--- config.mk ---
export PLATFORM = sky130hd
export DESIGN_NAME = load_store_unit_flat
export DESIGN_NICKNAME = d
export VERILOG_FILES = /design/src/rtl/lsu_pkg.sv /design/src/rtl/lsu_if.sv /design/src/rtl/load_extend.sv /design/src/rtl/load_store_unit.sv /design/src/flat_wrapper.sv
export SDC_FILE = /design/constraint.sdc
export NUM_CORES = 1
export LEC_CHECK = 0
export ABC_AREA = 1
export BUFFER_PORTS_ARGS = -buffer_cell sky130_fd_sc_hd__buf_4
export CORE_ASPECT_RATIO = 1.1
export CORE_MARGIN = 2
export CORE_UTILIZATION = 35
export DETAILED_ROUTE_END_ITERATION = 8
export PLACE_DENSITY = 0.58
export SYNTH_ARGS = -nofsm -noshare
export SYNTH_HDL_FRONTEND = slang
export SYNTH_SLANG_ARGS = --single-unit
export TNS_END_PERCENT = 30
--- constraint.sdc ---
create_clock -name clk -period 1.6 [get_ports clk]
set_input_delay 0 -clock clk [delete_from_list [all_inputs] [get_ports clk]]
set_output_delay 0 -clock clk [all_outputs]
set_load 0.01 [all_outputs]
--- src/rtl/lsu_pkg.sv ---
// Shared types and constants for the load/store unit: FSM states, byte-enable
// encodings and the access-legality check.
package lsu_pkg;

    typedef enum logic [1:0] {
        IDLE = 2'd0,
        REQ  = 2'd1,
        WAIT = 2'd2
    } lsu_state_e;

    localparam logic [3:0] BE_BYTE = 4'b0001;
    localparam logic [3:0] BE_HALF = 4'b0011;
    localparam logic [3:0] BE_WORD = 4'b1111;

    // Legal = known size and naturally aligned for that size.
    function automatic logic access_legal(input logic [3:0] be, input logic [1:0] off);
        logic ok;
        case (be)
            BE_BYTE: ok = 1'b1;
            BE_HALF: ok = ~off[0];
            BE_WORD: ok = (off == 2'b00);
            default: ok = 1'b0;
        endcase
        return ok;
    endfunction

endpackage

--- src/rtl/lsu_if.sv ---
// Data-memory port of the load/store unit: req/gnt request phase plus rvalid response.
interface lsu_dmem_if #(
    parameter int ADDR_WIDTH = 32,
    parameter int DATA_WIDTH = 32
);
    logic                    req;
    logic                    we;
    logic [ADDR_WIDTH-1:0]   addr;
    logic [DATA_WIDTH/8-1:0] be;
    logic [DATA_WIDTH-1:0]   wdata;
    logic                    gnt;
    logic                    rvalid;
    logic [DATA_WIDTH-1:0]   rdata;

    modport master (output req, we, addr, be, wdata, input gnt, rvalid, rdata);
    modport slave  (input req, we, addr, be, wdata, output gnt, rvalid, rdata);
endinterface

--- src/rtl/load_extend.sv ---
// Picks the addressed byte/half out of a returned word and sign- or zero-extends it.
module load_extend
    import lsu_pkg::*;
(
    input  logic [31:0] rdata_i,
    input  logic [1:0]  offset_i,
    input  logic [3:0]  be_i,
    input  logic        signed_i,
    output logic [31:0] data_o
);
    logic [31:0] shifted;

    assign shifted = rdata_i >> {offset_i, 3'b000};

    // Mask to the access size and fill the upper bits.
    always_comb begin
        data_o = shifted;
        case (be_i)
            BE_BYTE: data_o = {{24{signed_i & shifted[7]}}, shifted[7:0]};
            BE_HALF: data_o = {{16{signed_i & shifted[15]}}, shifted[15:0]};
            BE_WORD: data_o = shifted;
            default: data_o = shifted;
        endcase
    end
endmodule

--- src/rtl/load_store_unit.sv ---
// Memory-stage load/store unit: one aligned, lane-shifted access at a time on a
// req/gnt/rvalid port, with extended load return and pipeline stall.
module load_store_unit
    import lsu_pkg::*;
#(
    parameter int ADDR_WIDTH   = 32,
    parameter int DATA_WIDTH   = 32,
    parameter int WAIT_TIMEOUT = 255
) (
    input  logic                  clk,
    input  logic                  rst_n,
    input  logic                  req_valid_i,
    output logic                  req_ready_o,
    input  logic                  mem_wr_en_i,
    input  logic [3:0]            byte_en_i,
    input  logic                  signed_i,
    input  logic [ADDR_WIDTH-1:0] addr_i,
    input  logic [DATA_WIDTH-1:0] wdata_i,
    input  logic [4:0]            rd_addr_i,
    output logic                  stall_o,
    output logic                  rdata_valid_o,
    output logic [DATA_WIDTH-1:0] rdata_o,
    output logic [4:0]            rd_addr_o,
    output logic                  err_o,
    lsu_dmem_if.master            dmem
);
    localparam int CNT_W = (WAIT_TIMEOUT > 1) ? $clog2(WAIT_TIMEOUT + 1) : 1;
    localparam logic [CNT_W-1:0] CNT_LAST = CNT_W'(WAIT_TIMEOUT - 1);

    lsu_state_e            state_q, state_d;
    logic [ADDR_WIDTH-1:0] addr_q, addr_d;
    logic [3:0]            be_q, be_d, size_q, size_d;
    logic [DATA_WIDTH-1:0] wdata_q, wdata_d;
    logic                  we_q, we_d, signed_q, signed_d;
    logic [1:0]            off_q, off_d;
    logic [4:0]            rd_pend_q, rd_pend_d, rd_addr_q, rd_addr_d;
    logic [CNT_W-1:0]      cnt_q, cnt_d;
    logic [DATA_WIDTH-1:0] rdata_q, rdata_d;
    logic                  rvalid_q, rvalid_d, err_q, err_d;
    logic [31:0]           ext_data;

    load_extend u_load_extend (
        .rdata_i  (dmem.rdata),
        .offset_i (off_q),
        .be_i     (size_q),
        .signed_i (signed_q),
        .data_o   (ext_data)
    );

    // Next-state and capture logic for the access FSM.
    always_comb begin
        state_d   = state_q;
        addr_d    = addr_q;
        be_d      = be_q;
        size_d    = size_q;
        wdata_d   = wdata_q;
        we_d      = we_q;
        signed_d  = signed_q;
        off_d     = off_q;
        rd_pend_d = rd_pend_q;
        rd_addr_d = rd_addr_q;
        cnt_d     = cnt_q;
        rdata_d   = rdata_q;
        rvalid_d  = 1'b0;
        err_d     = 1'b0;
        case (state_q)
            IDLE: begin
                if (req_valid_i) begin
                    if (!access_legal(byte_en_i, addr_i[1:0])) begin
                        err_d = 1'b1;
                    end else begin
                        addr_d    = {addr_i[ADDR_WIDTH-1:2], 2'b00};
                        be_d      = byte_en_i << addr_i[1:0];
                        size_d    = byte_en_i;
                        wdata_d   = wdata_i << {addr_i[1:0], 3'b000};
                        we_d      = mem_wr_en_i;
                        signed_d  = signed_i;
                        off_d     = addr_i[1:0];
                        rd_pend_d = rd_addr_i;
                        state_d   = REQ;
                    end
                end else begin
                    state_d = IDLE;
                end
            end
            REQ: begin
                if (dmem.gnt) begin
                    if (we_q) begin
                        state_d = IDLE;
                    end else begin
                        state_d = WAIT;
                        cnt_d   = '0;
                    end
                end else begin
                    state_d = REQ;
                end
            end
            WAIT: begin
                // A response arriving on the timeout cycle still completes the load.
                if (dmem.rvalid) begin
                    rdata_d   = ext_data;
                    rd_addr_d = rd_pend_q;
                    rvalid_d  = 1'b1;
                    state_d   = IDLE;
                end else if ((WAIT_TIMEOUT != 0) && (cnt_q == CNT_LAST)) begin
                    err_d   = 1'b1;
                    state_d = IDLE;
                end else begin
                    cnt_d = cnt_q + CNT_W'(1);
                end
            end
            default: state_d = IDLE;
        endcase
    end

    // State and data registers.
    always_ff @(posedge clk or negedge rst_n) begin
        if (!rst_n) begin
            state_q   <= IDLE;
            addr_q    <= '0;
            be_q      <= 4'b0000;
            size_q    <= 4'b0000;
            wdata_q   <= '0;
            we_q      <= 1'b0;
            signed_q  <= 1'b0;
            off_q     <= 2'b00;
            rd_pend_q <= 5'd0;
            rd_addr_q <= 5'd0;
            cnt_q     <= '0;
            rdata_q   <= '0;
            rvalid_q  <= 1'b0;
            err_q     <= 1'b0;
        end else begin
            state_q   <= state_d;
            addr_q    <= addr_d;
            be_q      <= be_d;
            size_q    <= size_d;
            wdata_q   <= wdata_d;
            we_q      <= we_d;
            signed_q  <= signed_d;
            off_q     <= off_d;
            rd_pend_q <= rd_pend_d;
            rd_addr_q <= rd_addr_d;
            cnt_q     <= cnt_d;
            rdata_q   <= rdata_d;
            rvalid_q  <= rvalid_d;
            err_q     <= err_d;
        end
    end

    assign req_ready_o   = (state_q == IDLE);
    assign stall_o       = (state_q != IDLE);
    assign rdata_valid_o = rvalid_q;
    assign rdata_o       = rdata_q;
    assign rd_addr_o     = rd_addr_q;
    assign err_o         = err_q;
    assign dmem.req      = (state_q == REQ);
    assign dmem.we       = we_q;
    assign dmem.addr     = addr_q;
    assign dmem.be       = be_q;
    assign dmem.wdata    = wdata_q;
endmodule

--- src/flat_wrapper.sv ---
// flat-port wrapper written by rule: the top's interface ports become plain ports
module load_store_unit_flat import lsu_pkg::*;
#(
    parameter int ADDR_WIDTH   = 32,
    parameter int DATA_WIDTH   = 32,
    parameter int WAIT_TIMEOUT = 255
)
  (clk, rst_n, req_valid_i, req_ready_o, mem_wr_en_i, byte_en_i, signed_i, addr_i, wdata_i, rd_addr_i, stall_o, rdata_valid_o, rdata_o, rd_addr_o, err_o, dmem_req, dmem_we, dmem_addr, dmem_be, dmem_wdata, dmem_gnt, dmem_rvalid, dmem_rdata);
  lsu_dmem_if #(.ADDR_WIDTH(ADDR_WIDTH), .DATA_WIDTH(DATA_WIDTH)) dmem_i ();
  input  logic clk;
  input  logic rst_n;
  input  logic req_valid_i;
  output logic req_ready_o;
  input  logic mem_wr_en_i;
  input  logic [3:0] byte_en_i;
  input  logic signed_i;
  input  logic [ADDR_WIDTH-1:0] addr_i;
  input  logic [DATA_WIDTH-1:0] wdata_i;
  input  logic [4:0] rd_addr_i;
  output logic stall_o;
  output logic rdata_valid_o;
  output logic [DATA_WIDTH-1:0] rdata_o;
  output logic [4:0] rd_addr_o;
  output logic err_o;
  output wire logic [$bits(dmem_i.req)-1:0] dmem_req;
  output wire logic [$bits(dmem_i.we)-1:0] dmem_we;
  output wire logic [$bits(dmem_i.addr)-1:0] dmem_addr;
  output wire logic [$bits(dmem_i.be)-1:0] dmem_be;
  output wire logic [$bits(dmem_i.wdata)-1:0] dmem_wdata;
  input wire logic [$bits(dmem_i.gnt)-1:0] dmem_gnt;
  input wire logic [$bits(dmem_i.rvalid)-1:0] dmem_rvalid;
  input wire logic [$bits(dmem_i.rdata)-1:0] dmem_rdata;
  assign dmem_req = dmem_i.req;
  assign dmem_we = dmem_i.we;
  assign dmem_addr = dmem_i.addr;
  assign dmem_be = dmem_i.be;
  assign dmem_wdata = dmem_i.wdata;
  assign dmem_i.gnt = dmem_gnt;
  assign dmem_i.rvalid = dmem_rvalid;
  assign dmem_i.rdata = dmem_rdata;
  load_store_unit #(.ADDR_WIDTH(ADDR_WIDTH), .DATA_WIDTH(DATA_WIDTH), .WAIT_TIMEOUT(WAIT_TIMEOUT)) u_core (.clk(clk), .rst_n(rst_n), .req_valid_i(req_valid_i), .req_ready_o(req_ready_o), .mem_wr_en_i(mem_wr_en_i), .byte_en_i(byte_en_i), .signed_i(signed_i), .addr_i(addr_i), .wdata_i(wdata_i), .rd_addr_i(rd_addr_i), .stall_o(stall_o), .rdata_valid_o(rdata_valid_o), .rdata_o(rdata_o), .rd_addr_o(rd_addr_o), .err_o(err_o), .dmem(dmem_i));
endmodule
==> results of run 1 <==
==> critical path: stages (launching register included) <==
cell,delay [ns]
dfrtp_1,0.41
nand2_2,0.13
inv_2,0.08
nand2_2,0.07
inv_2,0.07
buf_12,0.16
or2_2,0.29
a21boi_0,0.12
==> sequential cells by signal, summed over array words and instances, names as in the netlist <==
| register | flops |
|---|---|
| u_core.cnt_q | 8 |
| u_core.dmem.addr | 30 |
| u_core.dmem.be | 4 |
| u_core.dmem.wdata | 32 |
| u_core.dmem.we | 1 |
| u_core.err_o | 1 |
| u_core.off_q | 2 |
| u_core.rd_addr_o | 5 |
| u_core.rd_pend_q | 5 |
| u_core.rdata_o | 32 |
| u_core.rdata_valid_o | 1 |
| u_core.signed_q | 1 |
| u_core.size_q | 4 |
| u_core.state_q | 2 |
==> where the power goes <==
group / switching, uW / internal (uW) / total [uW]
Sequential: 867 / 4640 / 5510
Combinational: 3560 / 3430 / 6980
Clock: 1610 / 2340 / 3950
Total: 6030 / 10400 / 16400
==> area by class of cell <==
class                   instances  area, um2
clock buffers                  17      425.4
clock inverters                15      171.4
fillers                      1729       8248
inverters                      55      206.4
multi-input cells             653       2830
flip-flops and latches        128       3203
well taps                     243      304.0
repair buffers                341       2894
==> per-layer routing <==
metal  track usage (%)  wire [um]  share of wire [%]  vias to the layer above
li1                  -          -                  -                     3374
met1             26.87       8600                 42                     3082
met2             34.15       9683                 48                      218
met3             6.970       1646                8.1                       23
met4             6.543        371                1.8                        0
met5                 0          0                  0                        -
==> placed cells by master (no fill, tap or decap), types with 3 or more instances in the layout <==
master	count
or2_2	26
inv_1	48
nand2_1	412
nand3_1	65
o211ai_1	8
nand2_2	7
a21oi_1	11
clkinv_4	4
dlygate4sd3_1	90
nor2_1	47
buf_12	7
inv_6	6
buf_4	242
dfrtp_1	128
nor2_2	3
clkbuf_16	18
o21ai_0	52
inv_2	7
a21boi_0	5
==> stage by stage <==
step           std cells  worst slack (ns)  area, um2  hold WS (ns)
6_report            1452            0.1461      10030      0.004723
5_1_grt             1452           0.04200      10030       0.02717
4_1_cts             1451            0.1163      10010      0.001763
3_5_place_dp        1329            0.1528       8509      -0.09722
3_3_place_gp        1329            0.1600       8509      -0.09396
2_1_floorplan        885            0.1704       6485       -0.2956
==> cell families (layout without fill, tap and decap cells) <==
| logic type | after synthesis | after routing |
|---|---|---|
| buffers and inverters | 104 | 428 |
| multiplexers | 1 | 1 |
| AO/OA/AOI/OAI | 81 | 81 |
| AND/OR/NAND/NOR | 565 | 565 |
| other | 1 | 2 |
| flip-flops | 128 | 128 |
| XOR/XNOR | 2 | 2 |
| adder cells (fa/ha/maj) | 2 | 2 |
==> worst max-delay path by stage <==
stage | endpoint | start
2_1_floorplan | u_core.dmem.wdata[23]$_DFFE_PN0P_ | u_core.state_q[1]$_DFFE_PN0P_
3_3_place_gp | u_core.dmem.wdata[31]$_DFFE_PN0P_ | u_core.state_q[1]$_DFFE_PN0P_
3_5_place_dp | u_core.rdata_o[14]$_DFFE_PN0P_ | u_core.state_q[1]$_DFFE_PN0P_
4_1_cts | u_core.cnt_q[1]$_DFFE_PN0P_ | u_core.cnt_q[0]$_DFFE_PN0P_
5_1_grt | u_core.rdata_o[14]$_DFFE_PN0P_ | u_core.state_q[0]$_DFFE_PN0P_
6_report | u_core.rdata_o[14]$_DFFE_PN0P_ | u_core.state_q[1]$_DFFE_PN0P_
==> timing repair <==
action / 4_1_cts / 5_1_grt
endpoints found under the setup margin: 0 / 2
hold buffers: 90 / 0
endpoints found under the hold margin: 207 / 0
resized for setup: 0 / 1
buffers inserted: 0 / 0
==> summary.txt, run 1 <==
Critical path
  – R2r startpoint: u_core.state_q[1]$_DFFE_PN0P_
  – Critical path required time: roughly 1.9 ns
  – Setup CP Type: reg -> reg
  – Crit path DAT: around 1.8 ns
  – CP Max Fanout: 27
  – R2r setup slk: between 0.1 and 0.15 ns
  – CP Launch Type: flop
  – Critical Path Sink Type: flop
  – Reg2Reg Capture Point: u_core.rdata_o[14]$_DFFE_PN0P_
  – Worst reg2reg path depth: 7

Placement
  – Dpl hpwl: about 14,000 um
  – Port Buffers: 220
  – Routability Congestion: ~0.8

Drt
  – Via count: between 6,000 and 7,000
  – Pre-antenna DRT Iters: 8
  – Final WL: a little over 20,000 um
  – Wire length per cell: roughly 14 um
  – Vias/cell: roughly 4.6
  – Antenna Violating Nets Remaining: 0
  – Initial DRC count: 326
  – Number of remaining DRC errors: 0

Clock network
  – Htree depth: 4
  – Clock-pin slew on the worst setup and hold paths: around 0.06 ns
  – Later-pin clock latency in the skew report: approximately 0.43 ns
  – Sink Count: 128
  – Max clock buf depth: 2
  – Total CTS buffers: 17
  – Clk root buf: clkbuf_16
  – CTS tree: yes

Synth
  – Mux contribution to synthesized area: less than 1%
  – Area contributors post-synth: dfrtp_1 (49%), nand2_1 (24%), nand3_1 (5.0%)
  – Synth unique cells: 31
  – Cell taking the most area after synthesis: dfrtp_1
  – Area share of the largest cell type after synthesis: about half
  – Synth Area in XOR/XNOR: 0.2703%
  – Post-Synth Simple-Gate Area: between 30% and 40%
  – Sequential share of the synthesized area: slightly below 50%
  – Mapped Area: approximately 0.0065 mm2
  – Main combinational cell family by area after synthesis: simple AND/OR/NAND/NOR gates
  – Share of flip-flops with an asynchronous set or reset: 100.0%
  – Synth Area per Inst: ~7.3 um2
  – Count leader, synth: nand2_1
  – Synth cell count leaders: nand2_1 (413), dfrtp_1 (128), nand3_1 (65)
  – Prevailing post-synth register cell: dfrtp_1
  – Number of synthesized flops with an enable pin: 0
  – Post-Synth Adder-Cell Area: 0.3861%
  – Synth warnings: 0
  – FF+latch count, synth: 128
  – Compound-Gate Fraction of Synth Area: under 10%
  – Syn Inst Count: about 900

STA
  – RSZ-0062 raised after global routing: false
  – Slew Viols, Final: 0
  – Final clock skew: a little over 0.007 ns
  – Fin crit period: 1.454 ns
  – Endpoints failing hold: 0
  – Fmax: approximately 690 MHz
  – # setup viols final: 0
  – Final period util: 90.87%
  – Setup TNS: 0 ns

Layout
  – Antenna Cells: 0
  – Nets: 1,310
  – Post-layout util: between 50% and 60%
  – Ratio of cells with drive above 1 in the final layout: between 20% and 30%
  – Area grow syn2layout: 54.83%

Pwr
  – Max VDD drop: around 900 uV
  – Power Total: ~16,000 uW
  – Power Dens Cells: ~1600 mW/mm2
  – Leakage: approximately 0.0054 uW

GRT
  – Vias in the first global route: approximately 6,600
  – Largest net degree at the start of global routing: between 70 and 80
  – Gr ovfl total: 0
  – Total track usage: between 20% and 30%
  – Number of antenna violations at the first check in global routing: 0
  – Global-route wire length before repair: roughly 33,000 um

Floorplan
  – Die width: ~130 um
  – Io pins: 223
  – Area of the core: 0.01828 mm2
  – Initial core utilization: a little over a third
  – DIE AREA: between 0.015 and 0.02 mm2
  – Die H: roughly 150 um
  – Rows: 52

Min path
  – Hold path endpoint: u_core.dmem.wdata[19]$_DFFE_PN0P_
  – HP Class: in -> reg
  – Worst hold path depth: 5
  – Min-delay src: wdata_i[19]

Job
  – Maxcap violations: 0

Run status
  – Status: finished, final reports clean
Power figures use the tool's default switching activity.
==> run 2: changes to the inputs <==
Settings changed: ABC_AREA 1 to unset, PLACE_DENSITY 0.58 to 0.59, REMOVE_ABC_BUFFERS set to 1.
==> run 2 against run 1 <==
  * The run now ends with negative setup slack left
  * Wire length is 7.6% lower
  * Via count decreased by 18%
  * Setup slack worse by 0.27 ns
  * First-iteration DRC count decreased by 12%
  * Sequential power up 3%
  * Die area down 5.2%
  * Fmax shrank 16%
  * Cell count is 21% lower
  * Utilization grew 2.4 points
  * Non-clock buffer count rose by 1
  * Cell area is 2.4% lower
  * Register-to-register slack got worse by 0.27 ns
==> summary.txt, run 2 <==
Run status
  – Status: finished with violations
  – Failing checks: negative setup slack

Pwr
  – Reg power frac: 34.8% (+1.3 points)
  – Internal power: 10,610 uW (+1.9%)
  – Power Dens Cells: 1658 mW/mm2 (+1.2%)
  – Gate power share: 42.3% (-0.2 points)
  – Sw Share: 34.64% (-2.1 points)
  – NetSw: 5623 uW (-6.8%)
  – Max VDD drop: 945.5 uV (+5.4%)
  – Leakage: 0.004698 uW (-13%)
  – Clock network fraction of total power: 22.9% (-1.1 points)

Critical path
  – Critical Path Sink Type: flop
  – CP Max Fanout: 16 (-41%)
  – Critical path required time: 1.90 ns (about the same)
  – Setup CP Type: reg -> reg
  – Crit path DAT: 2.03 ns (+0.28 ns)
  – R2r setup slk: -0.12 ns (-0.27 ns)
  – CP Launch Type: flop

Min path
  – HP Class: in -> reg

Synth
  – FF+latch count, synth: 128 (unchanged)
  – Synth warnings: 0 (unchanged)
  – Count leader, synth: dfrtp_1
  – Area share of the largest cell type after synthesis: 52.22% (+2.8 points)
  – Number of synthesized flops with an enable pin: 0 (unchanged)
  – Cell taking the most area after synthesis: dfrtp_1
  – Syn Inst Count: 570 (-36%)
  – Share of flip-flops with an asynchronous set or reset: 100.0% (unchanged)
  – Synth cell count leaders: dfrtp_1 (128), mux2_2 (77), nand2_1 (69)
  – Sequential share of the synthesized area: 52.22% (+2.8 points)
  – Synth unique cells: 44 (+42%)
  – Synth Area per Inst: 10.76 um2 (+47%)
  – Mapped Area: 0.006133 mm2 (-5.4%)
  – Prevailing post-synth register cell: dfrtp_1
  – Area contributors post-synth: dfrtp_1 (52%), mux2_2 (14%), mux2i_1 (7.2%)

GRT
  – Global-route wire length before repair: 29,000 um (-12%)
  – Gr ovfl total: 0 (unchanged)
  – Number of antenna violations at the first check in global routing: 0 (unchanged)
  – Vias in the first global route: 5,829 (-11%)
  – Total track usage: 20.15% (-0.97 points)
  – Largest net degree at the start of global routing: 52 (-29%)

Layout
  – Number of fill cells: 1,484 (-14%)
  – Ratio of cells with drive above 1 in the final layout: 43.08% (+16 points)
  – Antenna Cells: 0 (unchanged)
  – Sequential cell area: 0.003206 mm2 (about the same)
  – Most frequent cells in the layout: buf_4 (252), dfrtp_1 (126), dlygate4sd3_1 (79)
  – Area grow syn2layout: 59.63%
  – Multi-input logic area: 0.002780 mm2 (-1.8%)
  – Nets: 1,012 (-23%)
  – Commonest non-fill, non-tap cell in the layout: buf_4

Clock network
  – Clock-pin slew on the worst setup and hold paths: 0.06 ns (about the same)
  – Htree depth: 4 (unchanged)
  – Clk root buf: clkbuf_16
  – Total CTS buffers: 17 (unchanged)
  – Sink Count: 128 (unchanged)
  – Later-pin clock latency in the skew report: 0.42 ns (about the same)
  – Max clock buf depth: 2 (unchanged)
  – CTS tree: yes

Floorplan
  – DIE AREA: 0.01860 mm2 (-5.2%)
  – Die H: 142.8 um (-2.6%)
  – Rows: 50 (-3.8%)
  – Area of the core: 0.01708 mm2 (-6.6%)
  – Die width: 130.2 um (-2.6%)
  – Io pins: 223 (unchanged)
  – Initial core utilization: 35.91% (+0.46 points)

Drt
  – Initial DRC count: 286 (-12%)
  – Pre-antenna DRT Iters: 4 (-4)
  – Number of remaining DRC errors: 0 (unchanged)
  – Via count: 5,511 (-18%)
  – Final WL: 18,750 um (-7.6%)
  – Antenna Violating Nets Remaining: 0 (unchanged)
  – Vias/cell: 4.817 (+4.4%)
  – Wire length per cell: 16.39 um (+17%)

STA
  – Slew Viols, Final: 0 (unchanged)
  – Hold slack: 0.01645 ns (+0.01173 ns)
  – Final period util: 107.8% (+17 points)
  – Fmax: 579.7 MHz (-16%)
  – Endpoints failing hold: 0 (unchanged)
  – Max_slew headroom: roughly 46%
  – Final clock skew: 0.01184 ns (+0.004649 ns)
  – Fin crit period: 1.725 ns (+0.2711 ns)
  – # setup viols final: 17 (+17)
  – RSZ-0062 raised after global routing: true
  – Setup ws final: -0.1250 ns (-0.2711 ns)
  – Measured slew at the worst slew-check pin: 0.8021 ns

Placement
  – Routability Congestion: 0.7952 (-0.71%)
  – Setup WS pre-CTS: -0.2039 ns (-0.3567 ns)
  – Port Buffers: 220 (unchanged)
  – Dpl hpwl: 13,020 um (-6.6%)

Job
  – Maxcap violations: 0 (unchanged)
[run 2: cell types whose count changed after synthesis, sizes merged, moves of 10 or more]
cell | previous run | this run
a211oi | 0 | 10
a21oi | 12 | 48
inv | 55 | 14
mux2 | 0 | 77
mux2i | 1 | 44
nand2 | 419 | 69
nand3 | 67 | 2
nor2b | 0 | 12
o21ai | 52 | 27
or2 | 26 | 3
[run 2: kinds of logic after synthesis]
logic type	share of synthesized area, %
other	0.06114
AO/OA/AOI/OAI	9.323
AND/OR/NAND/NOR	12.57
multiplexers	21.68
XOR/XNOR	0.1428
buffers and inverters	3.590
adder cells (fa/ha/maj)	0.4079
flip-flops	52.22
[run 2: repair_timing]
action,in CTS,in global routing
cloned,0,2
hold buffers,79,0
resized for setup,5,14
pin swaps,2,12
buffers inserted,5,0
hold endpoints to repair,196,0
endpoints found under the setup margin,23,101
[run 2: power groups by stage]
stage	combinational, uW	sequential (uW)	clock (uW)
after global routing	7480	5820	3990
after floorplan	2340	6250	0
after global placement	6530	5580	0
final	6860	5650	3720
after CTS	6870	5640	3810
after detailed placement	6640	5660	0
[run 2: routing by layer]
| metal | vias to the layer above | global-route usage [%] | wire [um] |
|---|---|---|---|
| met4 | 0 | 6.282 | 309 |
| met2 | 190 | 33.45 | 9319 |
| li1 | 2626 | - | - |
| met5 | - | 0 | 0 |
| met1 | 2670 | 24.09 | 7617 |
| met3 | 25 | 7.831 | 1506 |
[run 2: final cells by class]
| type | count | share of cell area [%] |
|---|---|---|
| multi-input combinational | 395 | 28.40 |
| timing repair buffer | 342 | 29.52 |
| clock inverter | 13 | 1.329 |
| sequential | 128 | 32.74 |
| clock buffer | 18 | 4.486 |
| tap | 234 | 2.990 |
| inverter | 14 | 0.5367 |
[run 2: path summary, 6_finish.rpt]
kind	start	to	depth (start not counted)
worst max-delay path	u_core.off_q[1]$_DFFE_PN0P_	u_core.rdata_o[20]$_DFFE_PN0P_	5
worst min register to register	u_core.size_q[0]$_DFFE_PN0P_	u_core.size_q[0]$_DFFE_PN0P_	1
worst min-delay path	dmem_rdata[6]	u_core.rdata_o[6]$_DFFE_PN0P_	5
worst max register to register	u_core.off_q[1]$_DFFE_PN0P_	u_core.rdata_o[20]$_DFFE_PN0P_	5
max in group asynchronous	rst_n	u_core.rdata_o[14]$_DFFE_PN0P_	3
min in group asynchronous	rst_n	u_core.dmem.wdata[24]$_DFFE_PN0P_	2
[run 2: worst max-delay path, cell delays in order, from the launching register on]
cell      delay, ns
dfrtp_1        0.37
mux4_2         0.55
a41oi_4        0.24
a21boi_4       0.22
buf_12         0.15
a21oi_1        0.07
[run 2: metrics by stage]
stage,area [um2],total power (uW),instances,util (%),setup TNS [ns]
floorplan,5969,8589,536,-,-71.05
global placement,8302,12110,1028,48.61,-1.273
detailed placement,8302,12300,1028,48.61,-2.843
CTS,9704,16320,1143,56.82,-2.127
global route,9791,17290,1144,57.33,-4.070
finish,9791,16230,1144,57.33,-1.887
